## src/rtl/mem_arbiter.sv

```systemverilog
// mem_arbiter: round-robin arbiter that shares one memory port between an
// instruction fetch requester and a data load/store requester. Each access
// runs IDLE -> BUSY -> RESP -> IDLE. A BUSY phase that waits too long for
// mem_ack is aborted with zero read data and a bus_err pulse.
module mem_arbiter #(
    parameter int TIMEOUT_CYCLES = 16
) (
    input  logic        CLK,
    input  logic        RES,
    input  logic        instr_req,
    input  logic [31:0] pc_out,
    output logic        instr_valid,
    output logic [31:0] instr_read,
    input  logic        data_req,
    input  logic        data_write_enable,
    input  logic [31:0] data_adr,
    input  logic [31:0] data_write,
    output logic        data_valid,
    output logic [31:0] data_read,
    output logic        mem_req,
    output logic        mem_we,
    output logic [31:0] mem_adr,
    output logic [31:0] mem_wdata,
    input  logic [31:0] mem_rdata,
    input  logic        mem_ack,
    output logic        bus_err
);

    typedef enum logic [2:0] {IDLE, BUSY_I, BUSY_D, RESP_I, RESP_D} state_e;

    // Counter value seen during the last BUSY cycle allowed before the abort.
    localparam logic [7:0] TO_LAST = 8'(TIMEOUT_CYCLES - 1);

    state_e      state_q, state_d;
    logic        last_data_q, last_data_d;   // 1: data side won the last grant
    logic [7:0]  cnt_q, cnt_d;
    logic        mem_req_q, mem_req_d;
    logic        mem_we_q, mem_we_d;
    logic [31:0] mem_adr_q, mem_adr_d;
    logic [31:0] mem_wdata_q, mem_wdata_d;
    logic        ivalid_q, ivalid_d;
    logic        dvalid_q, dvalid_d;
    logic        berr_q, berr_d;
    logic [31:0] iread_q, iread_d;
    logic [31:0] dread_q, dread_d;
    logic        grant_i, grant_d;

    // State and output registers; reset aborts any access immediately.
    always_ff @(posedge CLK or negedge RES) begin
        if (!RES) begin
            state_q     <= IDLE;
            last_data_q <= 1'b1;
            cnt_q       <= '0;
            mem_req_q   <= 1'b0;
            mem_we_q    <= 1'b0;
            mem_adr_q   <= '0;
            mem_wdata_q <= '0;
            ivalid_q    <= 1'b0;
            dvalid_q    <= 1'b0;
            berr_q      <= 1'b0;
            iread_q     <= '0;
            dread_q     <= '0;
        end else begin
            state_q     <= state_d;
            last_data_q <= last_data_d;
            cnt_q       <= cnt_d;
            mem_req_q   <= mem_req_d;
            mem_we_q    <= mem_we_d;
            mem_adr_q   <= mem_adr_d;
            mem_wdata_q <= mem_wdata_d;
            ivalid_q    <= ivalid_d;
            dvalid_q    <= dvalid_d;
            berr_q      <= berr_d;
            iread_q     <= iread_d;
            dread_q     <= dread_d;
        end
    end

    // Arbitration: a lone requester wins; on contention the side that did
    // not win last time is granted.
    assign grant_i = instr_req && (!data_req || last_data_q);
    assign grant_d = data_req && (!instr_req || !last_data_q);

    // Next-state and next-output logic; pulses default low, bus fields hold.
    always_comb begin
        state_d     = state_q;
        last_data_d = last_data_q;
        cnt_d       = cnt_q;
        mem_req_d   = mem_req_q;
        mem_we_d    = mem_we_q;
        mem_adr_d   = mem_adr_q;
        mem_wdata_d = mem_wdata_q;
        ivalid_d    = 1'b0;
        dvalid_d    = 1'b0;
        berr_d      = 1'b0;
        iread_d     = iread_q;
        dread_d     = dread_q;
        case (state_q)
            IDLE: begin
                if (grant_i) begin
                    state_d     = BUSY_I;
                    last_data_d = 1'b0;
                    cnt_d       = '0;
                    mem_req_d   = 1'b1;
                    mem_we_d    = 1'b0;
                    mem_adr_d   = pc_out;
                    mem_wdata_d = '0;
                end else if (grant_d) begin
                    state_d     = BUSY_D;
                    last_data_d = 1'b1;
                    cnt_d       = '0;
                    mem_req_d   = 1'b1;
                    mem_we_d    = data_write_enable;
                    mem_adr_d   = data_adr;
                    mem_wdata_d = data_write;
                end
            end
            BUSY_I, BUSY_D: begin
                // An ack in the final allowed cycle still counts as success.
                if (mem_ack || cnt_q == TO_LAST) begin
                    mem_req_d = 1'b0;
                    mem_we_d  = 1'b0;
                    berr_d    = !mem_ack;
                    if (state_q == BUSY_I) begin
                        state_d  = RESP_I;
                        ivalid_d = 1'b1;
                        iread_d  = mem_ack ? mem_rdata : 32'h0;
                    end else begin
                        state_d  = RESP_D;
                        dvalid_d = 1'b1;
                        dread_d  = mem_ack ? mem_rdata : 32'h0;
                    end
                end else begin
                    cnt_d = cnt_q + 8'd1;
                end
            end
            RESP_I, RESP_D: state_d = IDLE;
            default:        state_d = IDLE;
        endcase
    end

    assign instr_valid = ivalid_q;
    assign instr_read  = iread_q;
    assign data_valid  = dvalid_q;
    assign data_read   = dread_q;
    assign mem_req     = mem_req_q;
    assign mem_we      = mem_we_q;
    assign mem_adr     = mem_adr_q;
    assign mem_wdata   = mem_wdata_q;
    assign bus_err     = berr_q;

endmodule
```

## config.mk

```make
export PLATFORM = sky130hd
export DESIGN_NAME = mem_arbiter
export DESIGN_NICKNAME = d
export VERILOG_FILES = /design/src/rtl/mem_arbiter.sv
export SDC_FILE = /design/constraint.sdc
export NUM_CORES = 1
export LEC_CHECK = 0
export CORE_MARGIN = 2
export CORE_UTILIZATION = 45
export DETAILED_ROUTE_END_ITERATION = 10
export PLACE_DENSITY = 0.95
export SYNTH_ARGS = -nofsm -noshare
export SYNTH_HDL_FRONTEND = slang
export SYNTH_SLANG_ARGS = --single-unit
```

## constraint.sdc

```tcl
create_clock -name CLK -period 3.3 [get_ports CLK]
set_input_delay 0.495 -clock CLK [delete_from_list [all_inputs] [get_ports CLK]]
set_output_delay 0.495 -clock CLK [all_outputs]
set_load 0.03 [all_outputs]
```

* After elaboration in Yosys (flattened, before gate mapping)
Cells that the tools add are included.
** Word-level totals
- Register bits after elaboration :: 145
- Bits in latches :: 0
- RAM bits :: 0
- ROM bits :: 0
- Input port bits :: 134
- Output and inout bits :: 133
- Logic and storage cells :: 69
- Memories kept :: 0
** Operators by class
- $add $sub $neg :: 1
- Multipliers :: 0
- Div/mod/pow operators :: 0
- Order comparisons :: 0
- Eq/ne operators :: 6
- Shift-type cells :: 0
- Mux-type cells :: 30
- Bitwise logic cells :: 1
- Reductions and logical operators :: 19
** Operators with widths (number)
- 32-bit two-way mux :: 5
- 8-bit two-way mux :: 3
- 8-bit case mux with 2 select lines :: 1
- 1-bit two-way mux :: 14
- 3-bit two-way mux :: 4
- 3-bit AND reduction :: 4
- 8-bit by 1-bit adder with 8-bit output, second input constant :: 1
- 8-bit by 4-bit == test with 1-bit output, second input constant :: 1
- 3-bit case mux with 2 select lines :: 1
- 1-bit zero test :: 4
- 2-bit inequality test, second input constant :: 2
- 1-bit case mux with 2 select lines :: 2
- 2-bit AND reduction :: 2
- 2-bit nonzero test :: 2
- 3-bit by 1-bit == test with 1-bit output, second input constant :: 1
- 3-bit by 2-bit == test with 1-bit output, second input constant :: 1
- 3-bit zero test :: 1
- 1-bit logical OR :: 3
- 3-bit inequality test, second input constant :: 1
- 1-bit logical AND :: 2
- 2-bit OR reduction :: 1
- 1-bit inverter :: 1

* Longest topological paths before layout
- Depth in word-level cells :: 6
- Mapped depth :: 7
- Depth with buffers taken out :: 5

* Least setup slack after synthesis
OpenSTA, ideal clock, no wires.
- Path kind :: reg2reg
- From :: reg cnt_q[0]
- To :: reg cnt_q[7]
- Library setup time :: 0.082 ns
- Arrival :: 1.678 ns
- Required time :: 3.218 ns
- Setup slack :: 1.540 ns
- Stages on the path, launching flop included :: 7
- Path buffers :: 1
- Period minus slack after synthesis :: 1.760 ns
- Path through :: dfrtp_1 -> ha_1 -> and3_1 -> clkbuf_1 -> a21o_4 -> o41a_1 -> a31oi_1
** On the way
- Longest elaborated chain between the ends :: 4
- Elaborated cells on any way between the ends :: 7
- Classes of those cells :: add/sub (1); eq/ne (2); mux (2); reduce/logical (2)
** RTL lines
- from (decl) :: line 36 : logic [7:0] cnt_q, cnt_d;
- from (signal assigned) :: line 66 : cnt_q <= cnt_d;
- branches (longest 4 deep; another with 8-bit by 1-bit adder with 8-bit output)
Several ways; the timed one is not identified. The select of a mux whose other input is x is not followed.
A chain may end at the register's enable or synchronous reset.

* Worst setup path in the final report
- From :: in instr_req
- To :: reg cnt_q[2]
** On the way
- Longest elaborated chain between the ends :: 5
- Elaborated cells on any way between the ends :: 8
- Classes of those cells :: eq/ne (1); mux (2); reduce/logical (5)
** RTL lines
- from (decl) :: line 10 : input logic instr_req,
- 1-bit zero test :: line 82 : assign grant_d = data_req && (!instr_req || !last_data_q);
- 1-bit logical OR :: line 82
- 1-bit logical AND :: line 82
- 3-bit inequality test (no line)
- 3-bit AND reduction (no line)
Parallel ways exist; a longest one is shown, timed or not.

==> run summary <==
Slowest-stage cell, CP -> or4_4
Setup Viol. Count Final -> 0
warnings from Yosys -> 0
critical-path maximum fanout -> 101
Worst Skew -> 0.00704 ns
top post-synthesis cells by count -> dfrtp_1 (144), nand2_1 (106), a32o_1 (64), o21ai_0 (36), nand3_1 (35)
Yosys reg bits -> 145
P_sw -> 4.13 mW
Die Width -> 119 um
Initial Util -> 0.455
Place WS -> 0.651 ns
vias per cell -> 5.45
Post-Synthesis Cell Area -> 5960 um^2
grt total ovfl -> 0
LEAKAGE -> 4.16 nW
Largest stage delay, worst path -> 0.80 ns
DR WL/cell -> 18.0 um
Post-synth EDFFs -> 0
Die Y -> 119 um
top-area cell type share of the netlist area -> 0.605
Avg Inst Size Synth -> 11.5 um^2
Pwr per Cell Area -> 1070 nW/um^2
Cell Rows -> 42
min cycle time layout -> 2.26 ns
Final WS setup -> 1.04 ns
maximum VDD drop -> 0.703 mV
maxcap violations -> 0
Sw Ratio -> 0.414
P_int -> 5.84 mW
CP Launch Type -> primary input
CP arrival -> 2.60 ns
H-Tree Depth -> 4
GP Congestion -> 0.804
Fin Setup TNS -> 0 ns
root cell of the clock tree -> clkbuf_16
ant diodes -> 0
max_slew headroom -> 0.378
Vias -> 5211
Final ANT Viol Nets -> 0
die footprint -> 14200 um^2
TritonRoute pass-1 iters -> 5
Clk pwr share -> 0.193
CTS tree -> done
share of cells above drive strength 1 -> 0.0666
detailed-route DRC error count -> 0
Slew @ Worst Pin -> 0.933 ns
Nets -> 903
top_reg_cell synth -> dfrtp_1
Fin Hold WS -> 0.0917 ns
cells along the critical path -> clkdlybuf4s50_1 -> nor2_1 -> or4_4 -> o21ai_2 -> a31oi_1
max-slew violations -> 0
vias in the first global route -> 5402
Core ar. -> 13100 um^2
Final HPWL DP -> 11800 um
maximum clock rate -> 0.443 GHz
Cells after Synth -> 519
io pins -> 267
Area contributors post-synth -> dfrtp_1 (60%), a32o_1 (11%), nand2_1 (6.7%)
postcts setup bufs -> 0
pin count of the biggest net entering global routing -> 102
Final Power -> 9.97 mW
period utilization -> 0.685
Sequential Power Share -> 0.309
Synth area leader -> dfrtp_1
Initial DRC Count -> 329
Logic pwr share -> 0.498
path type of the worst min-delay path -> in2async
status -> completed
design area -> 9320 um^2
Post-DP Area -> 8720 um^2
initial antenna violation count -> 0
RSZ-0062 raised after global routing -> no
Req. time, crit path -> 3.64 ns
area grow syn2layout -> 56.4%
cts bufs inserted -> 17
Max clock buf depth -> 2
most frequent cell after synthesis -> dfrtp_1
register area share after synthesis -> 0.609
worst setup path category -> in2reg
Clk Latency, worst-skew pair -> 0.42 ns
syn nets -> 654
DRT Wirelength -> 17200 um
Synth async-reset ratio -> 1.00
CP Capture Type -> flop
post-CTS sizing -> 0
port bufs -> 266
Yosys cell types -> 39
Final Hold Viols -> 0
gr usage total -> 0.250
Post-CTS Hold Fix Bufs -> 0
Sink Count -> 145
Worst-path clk slew -> 0.06 ns
global-route wire length before repair -> 27800 um
[worst max-delay path, delay by kind of cell]
family,cells,cell delay [ns]
AO/OA/AOI/OAI,2,0.51
buffers and inverters,1,0.51
AND/OR/NAND/NOR,2,1.07
[through the flow]
stage,std cells,utilization
floorplan,519,-
global placement,925,0.666
detailed placement,925,0.666
CTS,957,0.712
global route,957,0.712
finish,957,0.712
[cells by family after synthesis]
family / after synthesis / synth area share
simple gates: 160 / 0.119
flops: 145 / 0.609
compound gates: 123 / 0.166
buf+inv: 55 / 0.0449
mux: 34 / 0.0573
xor+xnor: 1 / 0.00147
fa+ha+maj: 1 / 0.00210
[worst paths after layout]
path	from	endpoint	slack [ns]	cells after the start
min in group CLK	mem_ack	data_read[6]	0.45	2
worst max register to register	state_q[2]	cnt_q[2]	1.16	3
max in group asynchronous	RES	mem_wdata[29]	2.25	2
worst min-delay path	RES	data_read[21]	0.09	1
worst min register to register	mem_wdata[7]	mem_wdata[7]	0.47	2
worst max-delay path	instr_req	cnt_q[2]	1.04	5
[state kept, by name, summed over array words and instances (netlist names)]
signal / cells
mem_req: 1
instr_read: 32
mem_we: 1
last_data_q: 1
cnt_q: 8
mem_adr: 32
data_read: 32
data_valid: 1
instr_valid: 1
bus_err: 1
mem_wdata: 32
state_q: 3
[per-layer routing]
metal | global-route usage | vias to the layer above | routed length, um
li1 | - | 2394 | -
met1 | 0.305 | 2551 | 6670
met2 | 0.411 | 243 | 8670
met3 | 0.0848 | 23 | 1610
met4 | 0.0930 | 0 | 296
met5 | 0 | - | 0
[final cells by class]
cell class / instances / area [um^2]
timing repair buffer: 274 / 2730
tap: 176 / 220
clock inverter: 8 / 100
sequential: 145 / 3630
clock buffer: 24 / 502
fill: 899 / 3770
multi-input combinational: 319 / 2090
inverter: 11 / 41.3
[layout by cell type (no fill, tap or decap), types with 2 or more instances in the layout]
cell and instances:
clkdlybuf4s50_1 264, dfrtp_1 144, nand2_1 106, a32o_1 64, o21ai_0 36, nand3_1 35
mux2i_1 33, clkbuf_16 17, inv_1 11, a31oi_1 8, buf_4 7, clkbuf_8 5
a21oi_1 4, or3_1 3, nor2_1 3, clkinv_2 3, and3_1 2, nand2_2 2
a211o_1 2, bufinv_16 2, clkbuf_1 2
[power by group through the flow]
stage	Combinational, mW	Clock, mW	Sequential, mW
finish	4.96	1.93	3.08
global route	5.29	2.04	3.17
CTS	4.99	1.96	3.08
detailed placement	4.96	0	3.09
global placement	4.85	0	3.04
floorplan	1.53	0	4.44
Power figures use the tool's default switching activity.
